## src/rtl/core_ifu_pkg.sv

```systemverilog
`default_nettype none
// +----------------------------------------------------------------------+
// | core_ifu_pkg : shared core defines (NOP, IFU states, PC increment)   |
// | Rev 1.0                                                              |
// +----------------------------------------------------------------------+
package core_ifu_pkg;

  localparam logic [31:0] C_NOP     = 32'h00000013;
  localparam logic [31:0] C_PC_STEP = 32'd4;

  typedef enum logic [1:0] {
    S_REQ   = 2'd0,
    S_WAIT  = 2'd1,
    S_HOLD  = 2'd2,
    S_DRAIN = 2'd3
  } ifu_state_e;

  // Wraps modulo 2^32 by construction of the 32-bit result.
  function automatic logic [31:0] pc_inc(input logic [31:0] pc);
    return pc + C_PC_STEP;
  endfunction

endpackage
`default_nettype wire

```

## src/rtl/core_ifu_skid.sv

```systemverilog
`default_nettype none
// +----------------------------------------------------------------------+
// | core_ifu_skid : one-entry data+valid buffer with load/clear/pop      |
// | Rev 1.0                                                              |
// +----------------------------------------------------------------------+
module core_ifu_skid
  import core_ifu_pkg::*;
(
  input  logic        clk,
  input  logic        rst_n,
  input  logic        i_load,
  input  logic        i_clear,
  input  logic        i_pop,
  input  logic [31:0] i_data,
  output logic [31:0] o_data,
  output logic        o_valid
);

  logic [31:0] r_data;
  logic        r_valid;

  // Clear has priority so a flush always leaves the buffer empty.
  always_ff @(posedge clk or negedge rst_n) begin
    if (!rst_n) begin
      r_data  <= C_NOP;
      r_valid <= 1'b0;
    end else if (i_clear) begin
      r_valid <= 1'b0;
    end else if (i_load) begin
      r_data  <= i_data;
      r_valid <= 1'b1;
    end else if (i_pop) begin
      r_valid <= 1'b0;
    end
  end

  assign o_data  = r_data;
  assign o_valid = r_valid;

endmodule
`default_nettype wire

```

## src/rtl/core_ifu.sv

```systemverilog
`default_nettype none
// +----------------------------------------------------------------------+
// | core_ifu : instruction fetch unit, one outstanding IMEM request,     |
// |            IF/ID register with skid buffer for stalls                |
// | Rev 1.0                                                              |
// +----------------------------------------------------------------------+
module core_ifu
  import core_ifu_pkg::*;
#(
  parameter logic [31:0] RESET_PC = 32'h00000000
) (
  input  logic        CLK,
  input  logic        NRST,
  input  logic        HCU_PC_WRITE,
  input  logic        HCU_IDEX_FLUSH,
  input  logic [31:0] REDIRECT_PC,
  output logic        IMEM_ARVALID,
  output logic [31:0] IMEM_ARADDR,
  input  logic        IMEM_ARREADY,
  input  logic        IMEM_RVALID,
  input  logic [31:0] IMEM_RDATA,
  output logic        IFID_VALID,
  output logic [31:0] IFID_INSTR,
  output logic [31:0] IFID_PC
);

  ifu_state_e  r_state;
  ifu_state_e  w_state_nxt;
  logic [31:0] r_pc;
  logic [31:0] w_pc_nxt;
  logic        r_run;

  logic        r_ifid_valid;
  logic [31:0] r_ifid_instr;
  logic [31:0] r_ifid_pc;

  logic        w_arvalid;
  logic        w_accept;
  logic        w_ifid_load;
  logic [31:0] w_ifid_data;
  logic        w_skid_load;
  logic        w_skid_pop;
  logic        w_skid_clear;
  logic [31:0] w_skid_data;
  logic        w_skid_valid;

  // r_run keeps the request line low until the first edge after reset.
  assign w_arvalid = r_run && (r_state == S_REQ);
  assign w_accept  = w_arvalid && IMEM_ARREADY;

  always_ff @(posedge CLK or negedge NRST) begin
    if (!NRST) begin
      r_state <= S_REQ;
      r_pc    <= RESET_PC;
      r_run   <= 1'b0;
    end else begin
      r_state <= w_state_nxt;
      r_pc    <= w_pc_nxt;
      r_run   <= 1'b1;
    end
  end

  always_comb begin
    w_state_nxt  = r_state;
    w_pc_nxt     = r_pc;
    w_ifid_load  = 1'b0;
    w_ifid_data  = IMEM_RDATA;
    w_skid_load  = 1'b0;
    w_skid_pop   = 1'b0;
    w_skid_clear = 1'b0;

    if (HCU_IDEX_FLUSH) begin
      w_pc_nxt     = {REDIRECT_PC[31:2], 2'b00};
      w_skid_clear = 1'b1;
      unique case (r_state)
        S_REQ:   if (w_accept) w_state_nxt = S_DRAIN;
        S_WAIT:  w_state_nxt = IMEM_RVALID ? S_REQ : S_DRAIN;
        S_HOLD:  w_state_nxt = S_REQ;
        S_DRAIN: if (IMEM_RVALID) w_state_nxt = S_REQ;
        default: w_state_nxt = S_REQ;
      endcase
    end else begin
      unique case (r_state)
        S_REQ: begin
          if (w_accept) w_state_nxt = S_WAIT;
        end
        S_WAIT: begin
          if (IMEM_RVALID) begin
            if (HCU_PC_WRITE) begin
              w_ifid_load = 1'b1;
              w_pc_nxt    = pc_inc(r_pc);
              w_state_nxt = S_REQ;
            end else begin
              w_skid_load = 1'b1;
              w_state_nxt = S_HOLD;
            end
          end
        end
        S_HOLD: begin
          if (HCU_PC_WRITE && w_skid_valid) begin
            w_ifid_load = 1'b1;
            w_ifid_data = w_skid_data;
            w_skid_pop  = 1'b1;
            w_pc_nxt    = pc_inc(r_pc);
            w_state_nxt = S_REQ;
          end
        end
        S_DRAIN: begin
          if (IMEM_RVALID) w_state_nxt = S_REQ;
        end
        default: w_state_nxt = S_REQ;
      endcase
    end
  end

  // A load can only happen while PC_WRITE=1, so otherwise IF/ID holds.
  always_ff @(posedge CLK or negedge NRST) begin
    if (!NRST) begin
      r_ifid_valid <= 1'b0;
      r_ifid_instr <= C_NOP;
      r_ifid_pc    <= 32'h00000000;
    end else if (HCU_IDEX_FLUSH) begin
      r_ifid_valid <= 1'b0;
    end else if (w_ifid_load) begin
      r_ifid_valid <= 1'b1;
      r_ifid_instr <= w_ifid_data;
      r_ifid_pc    <= r_pc;
    end else if (HCU_PC_WRITE) begin
      r_ifid_valid <= 1'b0;
    end
  end

  core_ifu_skid u_skid (
    .clk     (CLK),
    .rst_n   (NRST),
    .i_load  (w_skid_load),
    .i_clear (w_skid_clear),
    .i_pop   (w_skid_pop),
    .i_data  (IMEM_RDATA),
    .o_data  (w_skid_data),
    .o_valid (w_skid_valid)
  );

  assign IMEM_ARVALID = w_arvalid;
  assign IMEM_ARADDR  = r_pc;
  assign IFID_VALID   = r_ifid_valid;
  assign IFID_INSTR   = r_ifid_instr;
  assign IFID_PC      = r_ifid_pc;

endmodule
`default_nettype wire

```

## config.mk

```make
export PLATFORM = sky130hd
export DESIGN_NAME = core_ifu
export DESIGN_NICKNAME = d
export VERILOG_FILES = /design/src/rtl/core_ifu_pkg.sv /design/src/rtl/core_ifu_skid.sv /design/src/rtl/core_ifu.sv
export SDC_FILE = /design/constraint.sdc
export NUM_CORES = 1
export LEC_CHECK = 0
export CORE_MARGIN = 3
export CORE_UTILIZATION = 40
export DETAILED_ROUTE_END_ITERATION = 16
export DONT_BUFFER_PORTS = 1
export SYNTH_ARGS = -nofsm -noshare
export SYNTH_HDL_FRONTEND = slang
export SYNTH_SLANG_ARGS = --single-unit
```

## constraint.sdc

```tcl
create_clock -name CLK -period 2 [get_ports CLK]
set_clock_uncertainty 0.15 [all_clocks]
set_input_delay 0.5 -clock CLK [delete_from_list [all_inputs] [get_ports CLK]]
set_output_delay 0.5 -clock CLK [all_outputs]
set_load 0.005 [all_outputs]
```

# Yosys cells after proc, flatten, opt, wreduce, memory -nomap -nowiden
# Index checks and enable logic that the tools add are counted.
# word_totals
word_cells,64
mem_bits_ro,0
n_memories,0
mem_bits_rw,0
latch_bits,0
out_inout_bits,98
ff_bits,133
# classes
bitwise,2
n_mul,0
n_reduce_logical,11
add_sub_neg,1
div_mod_pow,0
muxes,35
eq_ne,7
shift,0
order_cmp,0
# ops
cell,n
two-way mux 32 bit,6
one-hot mux 32 bit (2 select lines),1
adder 32 x 3 -> 32 bit (second input constant),1
two-way mux 1 bit,17
two-way mux 2 bit,8
one-hot mux 2 bit (4 select lines),2
!= test 3 bit (second input constant),3
nonzero test 3 bit,3
== test 2 bit (second input constant),2
AND reduction 2 bit,2
AND reduction 4 bit,1
logical AND 1 bit,3
AND reduction 3 bit,1
== test 2 x 1 -> 1 bit (second input constant),1
zero test 2 bit,1
!= test 2 bit (second input constant),1
NOT 1 bit,2
one-hot mux 1 bit (2 select lines),1

# Longest topological paths before layout
# Gate-level depths: netlist (run 1).
# logic_depth
word_depth,7
ltp_mapped,10

# Modules after synthesis
# A second synthesis (run 1) with hierarchy kept.
# hier_totals
hier_cells,517
area_unflattened_um2,6068.3
# modules_own_cells
mod,instances,seq_area_each_um2,area_each_um2,cells_per_inst
core_ifu,1,2406.1,4665.7,444
core_ifu_skid,1,829.5,1402.6,73

# Worst setup path after synthesis (run 1)
# Ideal clock, no wire load.
# synth_timing
path_type,reg-to-reg
from,register r_state[0]
to,register r_ifid_instr[11] (netlist: IFID_INSTR[11])
n_path_buf,3
arrival_ps,1849
path_stages_with_launch,10
required_time_ps,1713
path_slack_ps,-136
setup_time_ps,137
cell_sequence,dfrtp_1 inv_1 ha_1 nand3_1 nand2_1 and3_1 buf_2 buf_2 clkbuf_1 a21oi_1
# synth_via
elab_chain_cells,4
elab_cells_between_ends,6
classes_between,eq/ne (2); mux (3); reduce/logical (1)
# synth_lines
element,line,source
start: declaration,core_ifu.sv:27,ifu_state_e r_state;
start signal: assignment,core_ifu.sv:57,r_state <= w_state_nxt;
== test 2 bit / == test 2 x 1 -> 1 bit (equally long branches),core_ifu.sv:83,unique case (r_state)
one-hot mux 1 bit (2 select lines),core_ifu.sv:83,
two-way mux 1 bit,core_ifu.sv:72,if (HCU_IDEX_FLUSH) begin
AND reduction 2 bit (no source line),-,
end signal: assignment,core_ifu.sv:126,r_ifid_instr <= w_ifid_data;
end: declaration,core_ifu.sv:34,logic [31:0] r_ifid_instr;
# Parallel ways exist; a longest one is shown, timed or not.
# A chain may end at the register's enable or synchronous reset.

# Final worst setup path (run 1)
# layout_timing
from,register r_state[1]
to,register r_pc[15] (netlist: IMEM_ARADDR[15])
# layout_via
elab_chain_cells,3
elab_cells_between_ends,9
classes_between,eq/ne (5); mux (2); reduce/logical (2)
# layout_lines
element,line,source
== test 2 x 1 -> 1 bit / == test 2 bit (equally long branches),core_ifu.sv:83,
"!= test 3 bit (no source line), or another cell as far along",-,
AND reduction 4 bit (no source line) / two-way mux 32 bit (equally long branches),-,
end signal: assignment,core_ifu.sv:58,r_pc <= w_pc_nxt;
end: declaration,core_ifu.sv:29,logic [31:0] r_pc;
# Parallel ways exist; a longest one is shown, timed or not.

==> results of run 1 <==
[flip-flops by register name (all words and copies together), names as in the netlist]
signal	count
r_state	2
IFID_PC	30
IMEM_ARADDR	30
IFID_VALID	1
u_skid.o_valid	1
IFID_INSTR	32
u_skid.o_data	32
r_run	1
[worst max-delay path: stages, from the launching register on]
cell	delay, ns
dfrtp_2	0.45
inv_2	0.10
ha_4	0.15
mux2_4	0.18
nand3_2	0.21
nor4_2	0.40
xnor2_1	0.17
o21ai_1	0.09
[repair_timing]
item | CTS | global route
pin swaps | 0 | 3
buffers inserted | 0 | 2
endpoints found under the setup margin | 9 | 63
endpoints found under the hold margin | 129 | 129
resized for setup | 8 | 25
cloned | 0 | 5
[cell usage after synthesis (2+ instances only)]
library cell / n / area share, %
a21oi_1: 33 / 2.8
and2_1: 5 / 0.53
and3_1: 9 / 0.95
buf_2: 13 / 1.1
buf_4: 6 / 0.76
clkbuf_1: 14 / 0.88
conb_1: 2 / 0.13
dfrtp_1: 123 / 52
dfstp_2: 6 / 2.7
ha_1: 6 / 1.3
inv_1: 7 / 0.44
mux2_1: 3 / 0.57
mux2_2: 60 / 11
mux2i_1: 33 / 5.6
nand2_1: 37 / 2.3
nand2b_1: 3 / 0.32
nand3_1: 12 / 1.0
nand3_2: 3 / 0.51
nand4_1: 10 / 1.1
nor2_1: 41 / 2.6
nor3_1: 7 / 0.59
nor4_1: 5 / 0.53
nor4_2: 3 / 0.63
o21ai_0: 23 / 1.9
o21ai_1: 6 / 0.51
or4_1: 2 / 0.25
xnor2_1: 17 / 2.5
xor2_1: 10 / 1.5
[final cells by class]
cell class / count / area [sq um]
timing repair buffer: 56 / 601.8
fill: 1254 / 6824
sequential: 129 / 3238
inverter: 7 / 26.28
multi-input combinational: 353 / 2710
clock inverter: 14 / 138.9
tap: 180 / 225.2
clock buffer: 18 / 439.2
[cells by family (layout without fill, tap and decap cells)]
group / count (synthesis) / after routing / synth area share [%]
buffers and inverters: 40 / 95 / 3.180
AND/OR/NAND/NOR: 144 / 144 / 12.32
XOR/XNOR: 27 / 27 / 3.981
multiplexers: 97 / 97 / 17.75
other: 2 / 5 / 0.1264
adder cells (fa/ha/maj): 6 / 6 / 1.264
flip-flops: 129 / 129 / 54.46
AO/OA/AOI/OAI: 74 / 74 / 6.909
[metal layers]
layer	vias up	routed length (um)
met3	23	1122
met1	2142	6009
met4	0	276
met2	134	7702
li1	1902	-
met5	-	0
[final timing paths]
check,endpoint
setup / recovery,IMEM_ARADDR[15]$_DFFE_PN0P_
hold / removal,IFID_PC[25]$_DFFE_PN0P_
setup reg to reg,IMEM_ARADDR[15]$_DFFE_PN0P_
hold reg to reg,u_skid.o_data[20]$_DFFE_PN0P_
max in group asynchronous,u_skid.o_data[0]$_DFFE_PN1P_
min in group CLK,IMEM_ARADDR[30]$_DFFE_PN0P_
[power groups by stage]
stage	combinational (mW)	clock [mW]	sequential (mW)
floorplan	1.49	0	4.34
global placement	1.94	0	4.51
detailed placement	2.06	0	4.55
CTS	2.11	3.09	4.52
global route	2.51	3.22	4.64
finish	2.24	3.04	4.49
[metrics by stage]
step	util, %	setup WS, ns	instance area, sq um	total power [mW]	hold WS, ns
final	51.96	-0.01294	7380	9.773	-0.3746
after detailed placement	45.79	-0.09433	6504	6.609	0.05798
after global placement	45.79	-0.02900	6504	6.452	0.05739
after global routing	51.96	-0.09212	7380	10.36	-0.3907
after CTS	50.09	-0.004102	7114	9.709	-0.3874
after floorplan	-	0.01721	6000	5.828	0.05441
==> results.md, run 1 <==
- Remaining routing DRC violations: 0
- Met3 Track Usage GR: 6.500%
- Pwr dens: roughly 1300 nW/um^2
- Post-route setup slack: -0.01294 ns
- Antenna-violating nets left: 0
- #FFs+latches synth: 129
- Setup crit end kind: flop
- GRT Util Overall: 17.83%
- Setup TNS: -0.01294 ns
- WS Path Type: reg2reg
- Unique cell type count in the Yosys netlist: 48
- Die width: 127.9 um
- Sequential power share: 45.9%
- Switching power: 2.935 mW
- Final std cells w/o fill: 757
- Cts bufs inserted: 17
- Most common cell after layout, fill and taps aside: dfrtp_1
- Grt peak-use layer: met2
- Met1 Use GR: around 20%
- Async SR Flop Fraction: 100.0%
- Clock sinks: roughly 130
- Unrepaired setup endpoints after global routing: yes
- Die area: between 15000 and 20000 sq um
- Achievable Freq: 496.8 MHz
- Core area: about 14000 sq um
- Largest net degree at the start of global routing: 130
- Arrival time worst endpoint: 2.16 ns
- Req. time, crit path: 2.15 ns
- Status: finished, violations left
- Post-synthesis sequential area ratio: 54.47%
- Post-detail-place hpwl: 9.905 mm
- Sw Share: between 30% and 40%
- Most frequent cells in the layout: dfrtp_1 (121), mux2_2 (57), buf_4 (44)
- Starting density of the core: 41.83%
- Vias per cell: 5.550
- Number of port buffers: 0
- Number of global-route vias before repair: 4439
- Max Transition Viols Final: 0
- Area grow syn2layout: 24.22%
- Post-placement cell count: 718
- Crit path launch type: flop
- Clk root buf: clkbuf_16
- Clk buf depth: 2
- Final WL: 15.11 mm
- Comb power frac: 22.9%
- R2R setup slack: -0.01 ns
- Leak: 3.374 nW
- R2R Path Start: r_state[1]$_DFFE_PN0P_
- Diodes inserted: 0
- Share of post-route cells with drive strength above 1: approximately a third
- Std cell rows: 43
- Worst Hold Class: in2async
- Initial antenna violation count: 0
- GP Congestion: 0.7939
- Setup violations, final: 1
- Worst-case reg-to-reg path depth: 7
- Initial DRC Count: 179
- Clock share of power: a little under a third
- Peak supply drop: 0.5885 mV
- Synthesized area per cell: 11.45 sq um
- Endpoints failing hold: between 100 and 150
- WHS: -0.3746 ns
- Boundary Pins: 168
- Max-Cap Viols: 0
- Fin crit period: 2.013 ns
- Critical path origin: r_state[1]$_DFFE_PN0P_
- Fin crit share: 100.6%
- Die height: 127.9 um
- Worst-path clk slew: roughly 0.06 ns
- CTS tree: done
- M2 GR Usage: 30.75%
- Gate Count Post-Synth: 519
- Crit Path Max Fanout: 7
- Number of flops mapped to enable cells by yosys: 0
- Synth warn: 0
- First-pass GRT wire length: 22.91 mm
- Cell Int Power: 6.838 mW
- Fin nets: 640
- Failing checks: hold timing, setup timing
- Post-Synthesis Cell Area: 5941 sq um
- Clk_lat worst skew: 0.42 ns
- # H-tree levels: 4
- Dominant synthesized flop cell: dfrtp_1
- DR WL/cell: 19.96 um
- Total gr overflow: 0
- DRT Pass-1 Iters: 4
- Vias: 4201
(Power assumes the default switching activity.)
==> run 2: changes to the inputs <==
--- a/config.mk
+++ b/config.mk
@@ -9,6 +9,7 @@
 export CORE_UTILIZATION = 40
 export DETAILED_ROUTE_END_ITERATION = 16
 export DONT_BUFFER_PORTS = 1
+export SKIP_CTS_REPAIR_TIMING = 1
 export SYNTH_ARGS = -nofsm -noshare
 export SYNTH_HDL_FRONTEND = slang
 export SYNTH_SLANG_ARGS = --single-unit
==> run 2 against run 1 <==
The flow still finishes with violations (hold timing, setup timing). Sequential power barely moved. Routed wire length rose by 0.75%. Die area did not move. Count of clock-buffer cells in the layout did not move. Critical path type unchanged.
==> results.md, run 2 (same netlist as run 1, synthesis figures left out) <==
- Status: finished, violations left
- Failing checks: hold timing, setup timing
- Total gr overflow: 0 (unchanged)
- Diodes inserted: 0 (unchanged)
- Crit Path Max Fanout: 5 (-2)
- Fin nets: 640 (unchanged)
- Setup crit end kind: flop
- Clock sinks: 129 (unchanged)
- Max Transition Viols Final: 0 (unchanged)
- Unrepaired setup endpoints after global routing: yes
- Switching power: 2.948 mW (+0.42%)
- # H-tree levels: 4 (unchanged)
- Antenna-violating nets left: 0 (unchanged)
- Sequential power share: 45.6% (-0.3 points)
- Pre-CTS setup slack: -0.09433 ns (unchanged)
- Most common cell after layout, fill and taps aside: dfrtp_1
- Die height: 127.9 um (unchanged)
- Boundary Pins: 168 (unchanged)
- Number of global-route vias before repair: 4429 (-0.23%)
- Core area: 14200 sq um (unchanged)
- Die area: 16350 sq um (unchanged)
- Post-detail-place hpwl: 9.905 mm (unchanged)
- Grt peak-use layer: met2
- Met1 Use GR: 20.12% (+0.054 points)
- Achievable Freq: 496.8 MHz (about the same)
- Remaining routing DRC violations: 0 (unchanged)
- M2 GR Usage: 30.62% (-0.12 points)
- CP max stage cell: dfrtp_2
- Vias per cell: 5.548 (about the same)
- Std cell rows: 43 (unchanged)
- Worst-path clk slew: 0.06 ns (about the same)
- DR WL/cell: 20.11 um (+0.75%)
- Post-route setup slack: -0.01286 ns (+0.00008000 ns)
- WS Path Type: reg2reg
- Met3 Track Usage GR: 6.458% (-0.042 points)
- Comb power frac: 23.6% (+0.7 points)
- Fin crit share: 100.6% (about the same)
- Most frequent cells in the layout: dfrtp_1 (121), mux2_2 (48), buf_4 (44)
- Starting density of the core: 41.83% (unchanged)
- Req. time, crit path: 2.19 ns (+0.04 ns)
- Initial antenna violation count: 0 (unchanged)
- DRT Pass-1 Iters: 4 (unchanged)
- Arrival time worst endpoint: 2.20 ns (+0.04 ns)
- Vias: 4200 (-0.024%)
- Fin crit period: 2.013 ns (-0.00008000 ns)
- Share of post-route cells with drive strength above 1: 33.28% (+0.17 points)
- Cells along the critical path: inv_2 -> ha_4 -> mux2_4 -> and3_4 -> nand4_4 -> or4_1 -> a31oi_1
- Max-Cap Viols: 0 (unchanged)
- Crit path buf inv count: 1 (unchanged)
- Clk root buf: clkbuf_16
- Die width: 127.9 um (unchanged)
- Setup violations, final: 10 (+9)
- Endpoints failing hold: 129 (unchanged)
- Cell Int Power: 6.904 mW (+0.96%)
- Cts bufs inserted: 17 (unchanged)
- Area grow syn2layout: 24.83%
- Sw Share: 29.92% (-0.11 points)
- Max incr delay on CP: 0.45 ns (about the same)
- Worst Hold Class: in2async
- CTS tree: done
- Leak: 3.382 nW (+0.26%)
- Clock share of power: 30.8% (-0.3 points)
- Layout filler cell count: 1257 (+0.24%)
- Peak supply drop: 0.5886 mV (about the same)
- Initial DRC Count: 169 (-5.6%)
- Number of port buffers: 0 (unchanged)
- Clk buf depth: 2 (unchanged)
- WHS: -0.3734 ns (+0.001115 ns)
- Clk_lat worst skew: 0.42 ns (about the same)
- Crit path launch type: flop
- First-pass GRT wire length: 22.85 mm (-0.24%)
- Largest net degree at the start of global routing: 130 (unchanged)
- GRT Util Overall: 17.80% (-0.027 points)
- Final WL: 15.23 mm (+0.75%)
- GP Congestion: 0.7939 (unchanged)
- Delay-heaviest family, CP: simple AND/OR/NAND/NOR gates
- Pwr dens: 1328 nW/um^2 (+0.30%)
## run 2: cell counts in the layout (fill, tap and decap cells not counted)
No cell type changed its count.
## run 2: power by group through the flow
stage	sequential, mW	clock (mW)	combinational [mW]
after detailed placement	4.55	0	2.06
after floorplan	4.34	0	1.49
after global routing	4.65	3.22	2.58
final	4.49	3.04	2.32
after CTS	4.52	3.09	2.07
after global placement	4.51	0	1.94
## run 2: cell type report
type	instances	area (sq um)	area share [%]
clock buffer	18	439.2	5.922
clock inverter	14	138.9	1.873
inverter	7	26.28	0.3543
multi-input combinational	353	2746	37.03
sequential	129	3238	43.66
tap	180	225.2	3.037
timing repair buffer	56	601.8	8.115
## run 2: per-layer routing
layer  vias up  wire length [um]
met3        26              1116
met1      2138              6078
met2       138              7749
met4         0               280
met5         -                 0
li1       1898                 -
## run 2: stage by stage
stage	area, sq um	setup TNS (ns)	cells	util, %	power, mW
floorplan	6000	0	522	-	5.828
global route	7416	-0.8894	757	52.21	10.44
CTS	7082	-0.4110	750	49.86	9.673
detailed placement	6504	-0.1809	718	45.79	6.609
global placement	6504	-0.05630	718	45.79	6.452
finish	7416	-0.05613	757	52.21	9.851
## run 2: final timing paths
check | startpoint | slack (ns) | depth (start not counted) | endpoint
setup / recovery | r_state[1]$_DFFE_PN0P_ | -0.01 | 7 | IMEM_ARADDR[31]$_DFFE_PN0P_
hold / removal | NRST | -0.37 | 0 | IFID_PC[25]$_DFFE_PN0P_
setup reg to reg | r_state[1]$_DFFE_PN0P_ | -0.01 | 7 | IMEM_ARADDR[31]$_DFFE_PN0P_
hold reg to reg | u_skid.o_data[20]$_DFFE_PN0P_ | 0.35 | 1 | u_skid.o_data[20]$_DFFE_PN0P_
max in group asynchronous | NRST | 1.81 | 0 | u_skid.o_data[0]$_DFFE_PN1P_
min in group CLK | HCU_IDEX_FLUSH | 0.02 | 1 | IMEM_ARADDR[30]$_DFFE_PN0P_
==> run 3: changes to the inputs <==
--- a/config.mk
+++ b/config.mk
@@ -9,6 +9,7 @@
 export CORE_UTILIZATION = 40
 export DETAILED_ROUTE_END_ITERATION = 16
 export DONT_BUFFER_PORTS = 1
+export PLACE_DENSITY = 0.61
 export SKIP_CTS_REPAIR_TIMING = 1
 export SYNTH_ARGS = -nofsm -noshare
 export SYNTH_HDL_FRONTEND = slang
==> run 3 against run 2 <==
The run ends with hold timing left. Final cell count unchanged. Largest power group unchanged. Non-clock buffer count unchanged. Highest routed layer unchanged. Clock power about the same.
==> results.md, run 3 (same netlist as run 1, synthesis figures left out) <==
- Most common cell after layout, fill and taps aside: dfrtp_1
- DRT Pass-1 Iters: 4 (unchanged)
- Unrepaired setup endpoints after global routing: yes
- Die height: 127.9 um (unchanged)
- Placed inst area: 6486 sq um (-0.27%)
- DR WL/cell: 18.85 um (-6.3%)
- Antenna-violating nets left: 0 (unchanged)
- Number of global-route vias before repair: 4272 (-3.5%)
- Clock sinks: 129 (unchanged)
- Worst Hold Class: in2async
- Setup violations, final: 0 (-10)
- Die width: 127.9 um (unchanged)
- DR WL met3: 1.095 mm (-1.9%)
- Clk buf depth: 2 (unchanged)
- Pwr dens: 1332 nW/um^2 (+0.25%)
- First-pass GRT wire length: 22.16 mm (-3.1%)
- Delay-heaviest family, CP: simple AND/OR/NAND/NOR gates
- Clk_lat worst skew: 0.41 ns (about the same)
- Max incr delay on CP: 0.50 ns (+0.05 ns)
- Status: finished, violations left
- RR Endpoint: IMEM_ARADDR[22]$_DFFE_PN0P_
- Cells along the critical path: inv_2 -> ha_4 -> mux2_4 -> nand3_4 -> or4b_4 -> xor2_1 -> o21ai_1
- Most frequent cells in the layout: dfrtp_1 (121), mux2_2 (60), buf_4 (49)
- WS Path Type: reg2reg
- CP max stage cell: or4b_4
- Number of port buffers: 0 (unchanged)
- Share of post-route cells with drive strength above 1: 32.41% (-0.87 points)
- Design Area, Final: 7253 sq um (-2.2%)
- GP Congestion: 0.8154 (+2.7%)
- Top sig layer: met4
- Fin crit share: 98.98% (-1.7 points)
- Core area: 14200 sq um (unchanged)
- Leak: 3.313 nW (-2.1%)
- Remaining routing DRC violations: 0 (unchanged)
- DR WL met2: 7.103 mm (-8.3%)
- Post-detail-place hpwl: 9.877 mm (-0.29%)
- Total gr overflow: 0 (unchanged)
- Crit Path Max Fanout: 5 (unchanged)
- Crit path buf inv count: 1 (unchanged)
- WHS: -0.3660 ns (+0.007488 ns)
- Clk root buf: clkbuf_16
- Die area: 16350 sq um (unchanged)
- Setup crit end kind: flop
- Achievable Freq: 505.1 MHz (+1.7%)
- Arrival time worst endpoint: 2.16 ns (-0.04 ns)
- Boundary Pins: 168 (unchanged)
- Peak supply drop: 0.5946 mV (+1.0%)
- Failing checks: hold timing
- Post-layout util: 51.07% (-1.1 points)
- Cts bufs inserted: 17 (unchanged)
- Vias: 4112 (-2.1%)
- Post-placement cell count: 719 (+0.14%)
- Vias per cell: 5.432 (-2.1%)
- CTS tree: done
- Fin crit period: 1.980 ns (-0.03317 ns)
- Req. time, crit path: 2.18 ns (about the same)
- Fin nets: 640 (unchanged)
- Largest net degree at the start of global routing: 130 (unchanged)
- Crit path launch type: flop
- Endpoints failing hold: 129 (unchanged)
- Initial antenna violation count: 0 (unchanged)
- # H-tree levels: 4 (unchanged)
- Final std cells w/o fill: 757 (unchanged)
- Power Total: 9.659 mW (-2.0%)
- Starting density of the core: 41.83% (unchanged)
- Diodes inserted: 0 (unchanged)
- Worst-path clk slew: 0.06 ns (about the same)
- Final WL: 14.27 mm (-6.3%)
- GRT Util Overall: 17.19% (-0.61 points)
- Wl on met1: 5.719 mm (-5.9%)
- Std cell rows: 43 (unchanged)
- Worst-case reg-to-reg path depth: 7 (unchanged)
- Max-Cap Viols: 0 (unchanged)
- R2R Path Start: r_state[0]$_DFFE_PN0P_
- R2R setup slack: 0.02 ns (+0.03 ns)
- Initial DRC Count: 199 (+18%)
- Area grow syn2layout: 22.09%
- Max Transition Viols Final: 0 (unchanged)
==> run 3: area by class of cell <==
class / count / area, sq um
sequential: 129 / 3238
clock inverter: 12 / 132.6
inverter: 7 / 26.28
fill: 1265 / 6950
tap: 180 / 225.2
multi-input combinational: 353 / 2681
clock buffer: 20 / 446.7
timing repair buffer: 56 / 503.0
==> run 3: per-stage QoR <==
step	setup TNS, ns	hold WS [ns]	worst slack [ns]
floorplan	0	0.05441	0.01721
global placement	0	0.05798	0.01125
detailed placement	-0.09466	0.05760	-0.02816
CTS	-0.2341	-0.3890	-0.04960
global route	-0.7904	-0.4010	-0.05877
finish	0	-0.3660	0.02031
==> run 3: power by group <==
group          switching [mW]  leakage, nW  internal, mW
Clock                    1.15        0.277          1.87
Combinational           0.943         1.48          1.21
Sequential              0.775         1.55          3.71
==> run 3: how the worst max path moves through the flow <==
stage / startpoint / to / cells after the start
CTS: r_state[0]$_DFFE_PN0P_ / IMEM_ARVALID / 4
global placement: r_state[0]$_DFFE_PN0P_ / IMEM_ARADDR[12]$_DFFE_PN0P_ / 8
detailed placement: r_state[0]$_DFFE_PN0P_ / IMEM_ARADDR[11]$_DFFE_PN0P_ / 8
global route: r_state[0]$_DFFE_PN0P_ / IMEM_ARADDR[31]$_DFFE_PN0P_ / 7
floorplan: r_state[0]$_DFFE_PN0P_ / IMEM_ARADDR[31]$_DFFE_PN0P_ / 8
finish: r_state[0]$_DFFE_PN0P_ / IMEM_ARADDR[22]$_DFFE_PN0P_ / 7
==> run 3: routing by layer <==
metal	vias to the layer above	global-route usage, %
met5	-	0
met4	0	7.428
met3	26	6.000
met2	138	27.97
met1	2041	20.71
li1	1907	-
==> run 3: worst reg2reg max path, stage by stage, from the launching register on <==
cell and delay [ns]:
dfrtp_2 0.40, inv_2 0.06, ha_4 0.16, mux2_4 0.24, nand3_4 0.12, or4b_4 0.51
xor2_1 0.15, o21ai_1 0.12
